## config.mk

```make
export PLATFORM = sky130hd
export DESIGN_NAME = fetch_queue_flat
export DESIGN_NICKNAME = d
export VERILOG_FILES = /design/src/rtl/fetch_queue_pkg.sv /design/src/rtl/fetch_queue_if.sv /design/src/rtl/fetch_queue_storage.sv /design/src/rtl/fetch_queue.sv /design/src/flat_wrapper.sv
export SDC_FILE = /design/constraint.sdc
export NUM_CORES = 1
export LEC_CHECK = 0
export CAP_MARGIN = 25
export CELL_PAD_IN_SITES_DETAIL_PLACEMENT = 1
export CELL_PAD_IN_SITES_GLOBAL_PLACEMENT = 1
export CORE_UTILIZATION = 49
export CTS_CLUSTER_DIAMETER = 80
export CTS_CLUSTER_SIZE = 10
export DETAILED_ROUTE_END_ITERATION = 8
export PLACE_DENSITY = 0.78
export RECOVER_POWER = 100
export SLEW_MARGIN = 20
export SYNTH_ARGS = -nofsm -noshare
export SYNTH_HDL_FRONTEND = slang
export SYNTH_SLANG_ARGS = --single-unit
```

## constraint.sdc

```tcl
create_clock -name CLK -period 4.3 [get_ports CLK]
set_input_delay 0.86 -clock CLK [delete_from_list [all_inputs] [get_ports CLK]]
set_output_delay 0.86 -clock CLK [all_outputs]
set_load 0.02 [all_outputs]
```

## src/rtl/fetch_queue_pkg.sv

```systemverilog
// Shared pipeline definitions: data width, the canonical NOP and the
// fetch-entry layout used by the fetch queue and the IF/ID stage.
package fetch_queue_pkg;

  localparam int unsigned XLEN = 32;

  // addi x0, x0, 0
  localparam logic [XLEN-1:0] NOP_INSTR = 32'h00000013;

  typedef struct packed {
    logic [XLEN-1:0] pc;
    logic [XLEN-1:0] instr;
  } fetch_entry_t;

  localparam int unsigned FETCH_ENTRY_W = $bits(fetch_entry_t);

endpackage

```

## src/rtl/fetch_queue_if.sv

```systemverilog
// Fetch-side and decode-side handshake bundle of the fetch queue.
// master = pipeline stages around the queue, slave = the queue itself.
interface fetch_queue_if #(
  parameter int unsigned DEPTH = 4
);
  import fetch_queue_pkg::*;

  logic                   fetch_valid_i;
  logic [XLEN-1:0]        pc_i;
  logic [XLEN-1:0]        instr_i;
  logic                   fetch_stall_o;
  logic                   flush_i;
  logic                   dec_ready_i;
  logic                   dec_valid_o;
  logic [XLEN-1:0]        dec_pc_o;
  logic [XLEN-1:0]        dec_instr_o;
  logic [$clog2(DEPTH):0] count_o;

  modport master (
    output fetch_valid_i, pc_i, instr_i, flush_i, dec_ready_i,
    input  fetch_stall_o, dec_valid_o, dec_pc_o, dec_instr_o, count_o
  );

  modport slave (
    input  fetch_valid_i, pc_i, instr_i, flush_i, dec_ready_i,
    output fetch_stall_o, dec_valid_o, dec_pc_o, dec_instr_o, count_o
  );

endinterface

```

## src/rtl/fetch_queue_storage.sv

```systemverilog
// fq_storage: DEPTH x fetch-entry register array, synchronous write,
// asynchronous read. Contents are never cleared; validity lives in the
// controller's count.
module fq_storage
  import fetch_queue_pkg::*;
#(
  parameter int unsigned DEPTH = 4,
  parameter int unsigned AW    = $clog2(DEPTH)
) (
  input  logic         CLK,
  input  logic         we,
  input  logic [AW-1:0] waddr,
  input  fetch_entry_t wdata,
  input  logic [AW-1:0] raddr,
  output fetch_entry_t rdata
);

  fetch_entry_t mem [DEPTH];

  // Write the addressed entry when enabled.
  always_ff @(posedge CLK) begin
    if (we) begin
      mem[waddr] <= wdata;
    end
  end

  assign rdata = mem[raddr];

endmodule

```

## src/rtl/fetch_queue.sv

```systemverilog
// fetch_queue: FIFO of (PC, instruction) pairs between fetch and decode.
// Stalls the PC register when full, presents a NOP bubble when empty and
// discards everything on a redirect flush.
module fetch_queue
  import fetch_queue_pkg::*;
#(
  parameter int unsigned DEPTH = 4
) (
  input  logic          CLK,
  input  logic          nRESET,
  fetch_queue_if.slave  bus
);

  localparam int unsigned AW = $clog2(DEPTH);
  localparam int unsigned CW = AW + 1;

  logic [AW-1:0] wr_ptr;
  logic [AW-1:0] rd_ptr;
  logic [CW-1:0] count;
  logic          full;
  logic          empty;
  logic          push;
  logic          pop;
  fetch_entry_t  wr_entry;
  fetch_entry_t  head;

  // Full/empty come from the registered count only, so the stall never
  // depends combinationally on dec_ready_i.
  assign full  = (count == CW'(DEPTH));
  assign empty = (count == '0);
  assign push  = bus.fetch_valid_i & ~full & ~bus.flush_i;
  assign pop   = ~empty & bus.dec_ready_i & ~bus.flush_i;

  assign wr_entry.pc    = bus.pc_i;
  assign wr_entry.instr = bus.instr_i;

  // Pointer and occupancy bookkeeping; flush returns to the reset state.
  always_ff @(posedge CLK or negedge nRESET) begin
    if (!nRESET) begin
      wr_ptr <= '0;
      rd_ptr <= '0;
      count  <= '0;
    end else if (bus.flush_i) begin
      wr_ptr <= '0;
      rd_ptr <= '0;
      count  <= '0;
    end else begin
      if (push) begin
        wr_ptr <= wr_ptr + 1'b1;
      end
      if (pop) begin
        rd_ptr <= rd_ptr + 1'b1;
      end
      if (push && !pop) begin
        count <= count + 1'b1;
      end else if (pop && !push) begin
        count <= count - 1'b1;
      end
    end
  end

  fq_storage #(
    .DEPTH (DEPTH),
    .AW    (AW)
  ) u_storage (
    .CLK   (CLK),
    .we    (push),
    .waddr (wr_ptr),
    .wdata (wr_entry),
    .raddr (rd_ptr),
    .rdata (head)
  );

  assign bus.fetch_stall_o = full;
  assign bus.dec_valid_o   = ~empty;
  assign bus.dec_pc_o      = empty ? '0        : head.pc;
  assign bus.dec_instr_o   = empty ? NOP_INSTR : head.instr;
  assign bus.count_o       = count;

endmodule

```

## src/flat_wrapper.sv

```systemverilog
// flat-port wrapper written by rule: the top's interface ports become plain ports
module fetch_queue_flat import fetch_queue_pkg::*;
#(
  parameter int unsigned DEPTH = 4
)
  (CLK, nRESET, bus_fetch_valid_i, bus_pc_i, bus_instr_i, bus_flush_i, bus_dec_ready_i, bus_fetch_stall_o, bus_dec_valid_o, bus_dec_pc_o, bus_dec_instr_o, bus_count_o);
  fetch_queue_if #(.DEPTH(DEPTH)) bus_i ();
  input  logic CLK;
  input  logic nRESET;
  input wire logic [$bits(bus_i.fetch_valid_i)-1:0] bus_fetch_valid_i;
  input wire logic [$bits(bus_i.pc_i)-1:0] bus_pc_i;
  input wire logic [$bits(bus_i.instr_i)-1:0] bus_instr_i;
  input wire logic [$bits(bus_i.flush_i)-1:0] bus_flush_i;
  input wire logic [$bits(bus_i.dec_ready_i)-1:0] bus_dec_ready_i;
  output wire logic [$bits(bus_i.fetch_stall_o)-1:0] bus_fetch_stall_o;
  output wire logic [$bits(bus_i.dec_valid_o)-1:0] bus_dec_valid_o;
  output wire logic [$bits(bus_i.dec_pc_o)-1:0] bus_dec_pc_o;
  output wire logic [$bits(bus_i.dec_instr_o)-1:0] bus_dec_instr_o;
  output wire logic [$bits(bus_i.count_o)-1:0] bus_count_o;
  assign bus_i.fetch_valid_i = bus_fetch_valid_i;
  assign bus_i.pc_i = bus_pc_i;
  assign bus_i.instr_i = bus_instr_i;
  assign bus_i.flush_i = bus_flush_i;
  assign bus_i.dec_ready_i = bus_dec_ready_i;
  assign bus_fetch_stall_o = bus_i.fetch_stall_o;
  assign bus_dec_valid_o = bus_i.dec_valid_o;
  assign bus_dec_pc_o = bus_i.dec_pc_o;
  assign bus_dec_instr_o = bus_i.dec_instr_o;
  assign bus_count_o = bus_i.count_o;
  fetch_queue #(.DEPTH(DEPTH)) u_core (.CLK(CLK), .nRESET(nRESET), .bus(bus_i));
endmodule
```

==> Word level (Yosys, flattened, before mapping) <==
Memory sizes are Yosys's and may differ from the RTL's.
Index checks and enable logic that the tools add are counted.
{ "classes": {"addsub": 4, "eq_ne": 1, "mux": 11, "n_bitwise": 7, "reduce_logical": 8} }
{ "op_table": {"columns": ["operator", "count"], "rows": [
  ["$mux 32", 2],
  ["$mux 3", 3],
  ["$mux 2", 4],
  ["$add 2x1->2 const B", 2],
  ["$and 1x1->1", 4],
  ["$reduce_bool 2->1", 2],
  ["$add 3x1->3 const B", 1],
  ["$eq 3x3->1 const B", 1],
  ["$logic_not 3->1", 1],
  ["$not 1->1", 3],
  ["$reduce_bool 3->1", 1],
  ["$sub 3x1->3 const B", 1],
  ["$logic_and 1x1->1", 2],
  ["$logic_not 1->1", 2],
  ["$mux 1", 2]
]} }
{ "word_totals": {"register_bits": 7, "ramBits": 256, "word_cells": 35, "mem_count": 1} }
{ "mem_list": {"columns": ["memory", "depth", "word_bits", "rd", "rd_clocked_by_memory_dff", "write_ports", "line", "rtl"], "rows": [
  ["u_core.u_storage.mem", 4, 64, 1, 0, 1, "fetch_queue_storage.sv:18", "fetch_entry_t mem [DEPTH];"]
]} }

==> Longest topological paths before layout <==
{ "depth": {"word_depth": 9, "mapped_depth": 11, "depth_no_buf": 9} }

==> Cells and area by module <==
From an unflattened synthesis, not the netlist that was laid out.
{ "unflattened": {"hier_cells": 468, "area_unflattened_um2": 10348.7} }
{ "modules_own_cells": {"columns": ["module", "instances", "cells_per_inst", "area_per_inst_um2"], "rows": [
  ["fq_storage", 1, 338, 9341.5],
  ["fetch_queue", 1, 130, 1007.2]
]} }

==> Worst setup path after synthesis <==
OpenSTA, ideal clock, no wires.
{ "synth_path": {"path_type": "input -> register", "startpoint": "in bus_fetch_valid_i", "endpoint": "mem u_core.u_storage.mem[0][0] (netlist name) (enable)", "setup_ns": 0.429, "arrival_ns": 2.811, "slack_ns": 1.060, "cell_stages": 3, "path_cell_list": "a21bo_2 nor2_1 and2_1"} }
{ "synth_via": {"elab_chain_len": 4} }
{ "synth_rtl": {"columns": ["element", "line", "rtl"], "rows": [
  ["start, declared", "flat_wrapper.sv:10", "input wire logic [$bits(bus_i.fetch_valid_i)-1:0] bus_fetch_valid_i;"],
  ["$and 1x1->1 (2 in series)", "fetch_queue.sv:31", "assign push = bus.fetch_valid_i & ~full & ~bus.flush_i;"],
  ["$mux 1", "fetch_queue_storage.sv:22", "if (we) begin"],
  ["$mux 1 (not written as such)", "fetch_queue_storage.sv:23", "mem[waddr] <= wdata;"],
  ["end, declared", "fetch_queue_storage.sv:18", null]
]} }
No other way between the ends.

==> Worst setup path after layout <==
{ "layout_path": {"startpoint": "reg u_core.rd_ptr[0]", "endpoint": "out bus_dec_pc_o[1]"} }
{ "layout_via": {"elab_chain_len": 2} }
{ "layout_rtl": {"columns": ["element", "line", "rtl"], "rows": [
  ["start, declared", "fetch_queue.sv:18", "logic [AW-1:0] rd_ptr;"],
  ["start signal, assigned", "fetch_queue.sv:52", "rd_ptr <= rd_ptr + 1'b1;"],
  ["$mem_v2 4x64", null, null],
  ["$mux 32", "fetch_queue.sv:76", "assign bus.dec_pc_o = empty ? '0 : head.pc;"],
  ["end, declared", "flat_wrapper.sv:17", "output wire logic [$bits(bus_i.dec_pc_o)-1:0] bus_dec_pc_o;"]
]} }
No other way between the ends.

==> results.py <==
metrics = {
    "worst_setup_path": {
        "crit_fanout": 26,
        "r2r_start": "u_core.bus.count_o[0]",
        "end_kind": "output pin",
        "r2r_end": "u_core.u_storage.mem[0][46]",
        "required_ns": 3.44,
        "critPathKind": "reg2out",
        "startpoint_type": "register",
        "crit_arrival_ns": 3.07,
        "rr_worst_depth": 5,
        "reg2reg_slack_ns": 0.97,
    },
    "synth": {
        "synth_edf_count": 256,
        "yosys.cell_count.top_type": "edfxtp_1",
        "synthCells": 463,
        "ys_top_cells_by_count": "256 x edfxtp_1, 67 x and2_1, 64 x mux4_2, 10 x buf_2",
        "ys_ff_latch": 263,
        "synth.avg_cell_area_um2": 22.0,
        "ys_warn_count": 0,
        "syn-num-nets": 537,
        "seq_area_frac_synth_pct": 77.3,
        "syn-cell-area_mm2": 0.0102,
        "yosys.area.top_type": "edfxtp_1",
        "synthTopCellsByArea": "edfxtp_1 76%, mux4_2 14%, and2_1 4.1%, dfrtp_1 1.7%, buf_6 0.55%",
        "synth_flop_cell": "edfxtp_1",
        "synth_top_area_share_pct": 75.6,
        "async_reset_ff_share_pct": 2.66,
        "yosysUniqueCellTypes": 28,
    },
    "cells_and_area": {
        "instances_no_fill": 907,
        "drive_above_1_share_pct": 17.4,
        "syn_to_final_growth_pct": 25.1,
        "nNetsFinal": 693,
    },
    "floorplan": {
        "initial_core_util_pct": 50.1,
        "ios": 138,
        "die_area_mm2": 0.0213,
        "die_h_um": 146,
        "design.core.area_mm2": 0.0203,
        "num_rows": 52,
        "die_width_um": 146,
    },
    "pwr": {
        "power_w": 0.00803,
        "pwr_density_cell_mw_per_mm2": 631,
        "p_leak_nw": 4.16,
        "vdd_drop_max_uv": 435,
    },
    "worst_hold_path": {
        "min_path_type": "in2async",
    },
    "flow_run": {
        "maxCapViolCount": 4,
    },
    "timing": {
        "setup_slack_ns": 0.368,
        "finalMaxSlewViolations": 127,
        "clock.fmax_mhz": 254,
        "setup_violations": 0,
        "period_share_pct": 91.4,
        "rsz0062_at_grt": "no",
        "worst_pin_slew_ns": 1.81,
        "period_needed_ns": 3.93,
        "fin_worst_skew_ns": 0.0157,
        "hold_violations": 0,
        "slew_headroom_pct": -21.0,
        "setup_tns_ns": 0,
    },
    "clock_network": {
        "insertion_delay_ns": 0.54,
        "cts_buffer_depth": 3,
        "numClockSinks": 263,
        "cts_tree": "done",
        "numCtsBuffers": 30,
        "clk_pin_slew_ns": 0.06,
        "ctsHoldBuffers": 0,
        "htree_num_levels": 1,
        "cts_root_buffer": "clkbuf_16",
    },
    "drt": {
        "first_pass_iters": 4,
        "vias": 4969,
        "drc": 0,
        "routed_wl_um": 21000,
        "wl_per_cell_um": 23.2,
        "vias_per_cell": 5.48,
        "drt_iter0_markers": 299,
        "ant_nets": 0,
    },
    "global_route": {
        "grt_overflow_total": 0,
        "grt_usage_pct": 20.1,
        "grt_pass1_vias": 5650,
        "antenna_found_initial": 7,
        "grt_max_degree": 66,
        "grt_pass1_wl_um": 32200,
    },
    "status": {
        "status": "complete, but fails checks",
        "violations": "max-capacitance violations, max-slew violations",
    },
    "placed_design": {
        "dpl.hpwl_um": 12600,
        "gp_congestion": 0.783,
        "dp_cells": 857,
        "place_ws_ns": 0.762,
        "port_buffers": 137,
    },
}
## repair_timing
action | 4_1_cts | 5_1_grt
resized for setup | 0 | 1
buffers inserted | 0 | 0
setup endpoints to repair | 0 | 61
## layer usage
metal  vias up  wire [um]  global-route usage, %
li1       2189          -                      -
met3        37        835                   3.34
met1      2614       8450                   24.4
met4         2        524                   7.19
met5         -          8                      0
met2       127      11200                   36.4
## logic make-up (layout without fill, tap and decap cells)
group	after synthesis	count (layout)	share of synthesized area, %
AO/OA/AOI/OAI	9	9	0.652
XOR/XNOR	6	6	0.516
adder cells (fa/ha/maj)	5	5	0.689
buffers and inverters	29	197	1.57
flip-flops	263	263	77.3
multiplexers	65	65	14.3
other	0	6	0
AND/OR/NAND/NOR	86	86	5.03
## stage by stage
| stage | hold WS [ns] | utilization [%] | instance area (um^2) |
|---|---|---|---|
| CTS | 0.595 | 62.7 | 12700 |
| finish | 0.684 | 62.7 | 12700 |
| detailed placement | 0.638 | 58.6 | 11900 |
| floorplan | 0.542 | - | 10200 |
| global route | 0.693 | 62.7 | 12700 |
| global placement | 0.572 | 58.6 | 11900 |
## registers in the layout, summed over array words and instances (netlist names)
signal / cells
u_core.bus.count_o: 3
u_core.rd_ptr: 2
u_core.u_storage.mem: 256
u_core.wr_ptr: 2
## worst max-delay path, stage by stage (launching register included)
cell,delay [ns]
dfrtp_4,0.78
clkbuf_2,0.45
mux4_2,0.55
and2_1,0.18
clkdlybuf4s50_1,0.56
## worst max path at each step
stage	end	cells past startpoint	slack [ns]	start
final	bus_dec_pc_o[1]	4	0.37	u_core.rd_ptr[0]
after global routing	bus_dec_pc_o[1]	4	0.20	u_core.rd_ptr[0]
after CTS	bus_dec_pc_o[1]	4	0.42	u_core.rd_ptr[0]
after detailed placement	u_core.bus.count_o[1]	8	0.76	bus_fetch_valid_i
after global placement	u_core.bus.count_o[1]	8	0.95	bus_fetch_valid_i
after floorplan	u_core.u_storage.mem[0][0]	3	1.06	bus_fetch_valid_i
## layout make-up
class,count,area (um^2)
diodes,6,15.0
clock buffers,43,821
clock inverters,1,8.76
fillers,1726,7570
inverters,5,21.3
multi-input cells,171,2150
flip-flops and latches,263,7870
well taps,270,338
repair buffers,148,1510
## cells in the final DEF (no fill, tap or decap), drive strengths merged
master	synthesis	routed
ha	4	4
clkdlybuf4s50	0	25
nor4b	1	1
and2	67	67
fa	1	1
diode	0	6
clkbuf	9	47
dlygate4sd3	0	112
inv	5	6
o311a	1	1
mux2i	1	1
nor2	8	8
a31oi	1	1
buf	15	7
o21ai	3	3
xnor2	2	2
and3b	1	1
a311oi	1	1
mux4	64	64
nand3	1	1
a21bo	1	1
xor2	4	4
a21boi	1	1
dfrtp	7	7
or2	3	3
a221oi	1	1
nor3	2	2
nand2	3	3
edfxtp	256	256
## report_power, final
| part | internal (W) | total (W) | switching (W) | leakage, nW |
|---|---|---|---|---|
| clock | 0.00130 | 0.00221 | 0.000910 | 0.401 |
| sequential | 0.00301 | 0.00316 | 0.000155 | 2.41 |
| combinational | 0.00129 | 0.00267 | 0.00138 | 1.34 |
| total | 0.00559 | 0.00803 | 0.00244 | 4.16 |
Power figures use the tool's default switching activity.
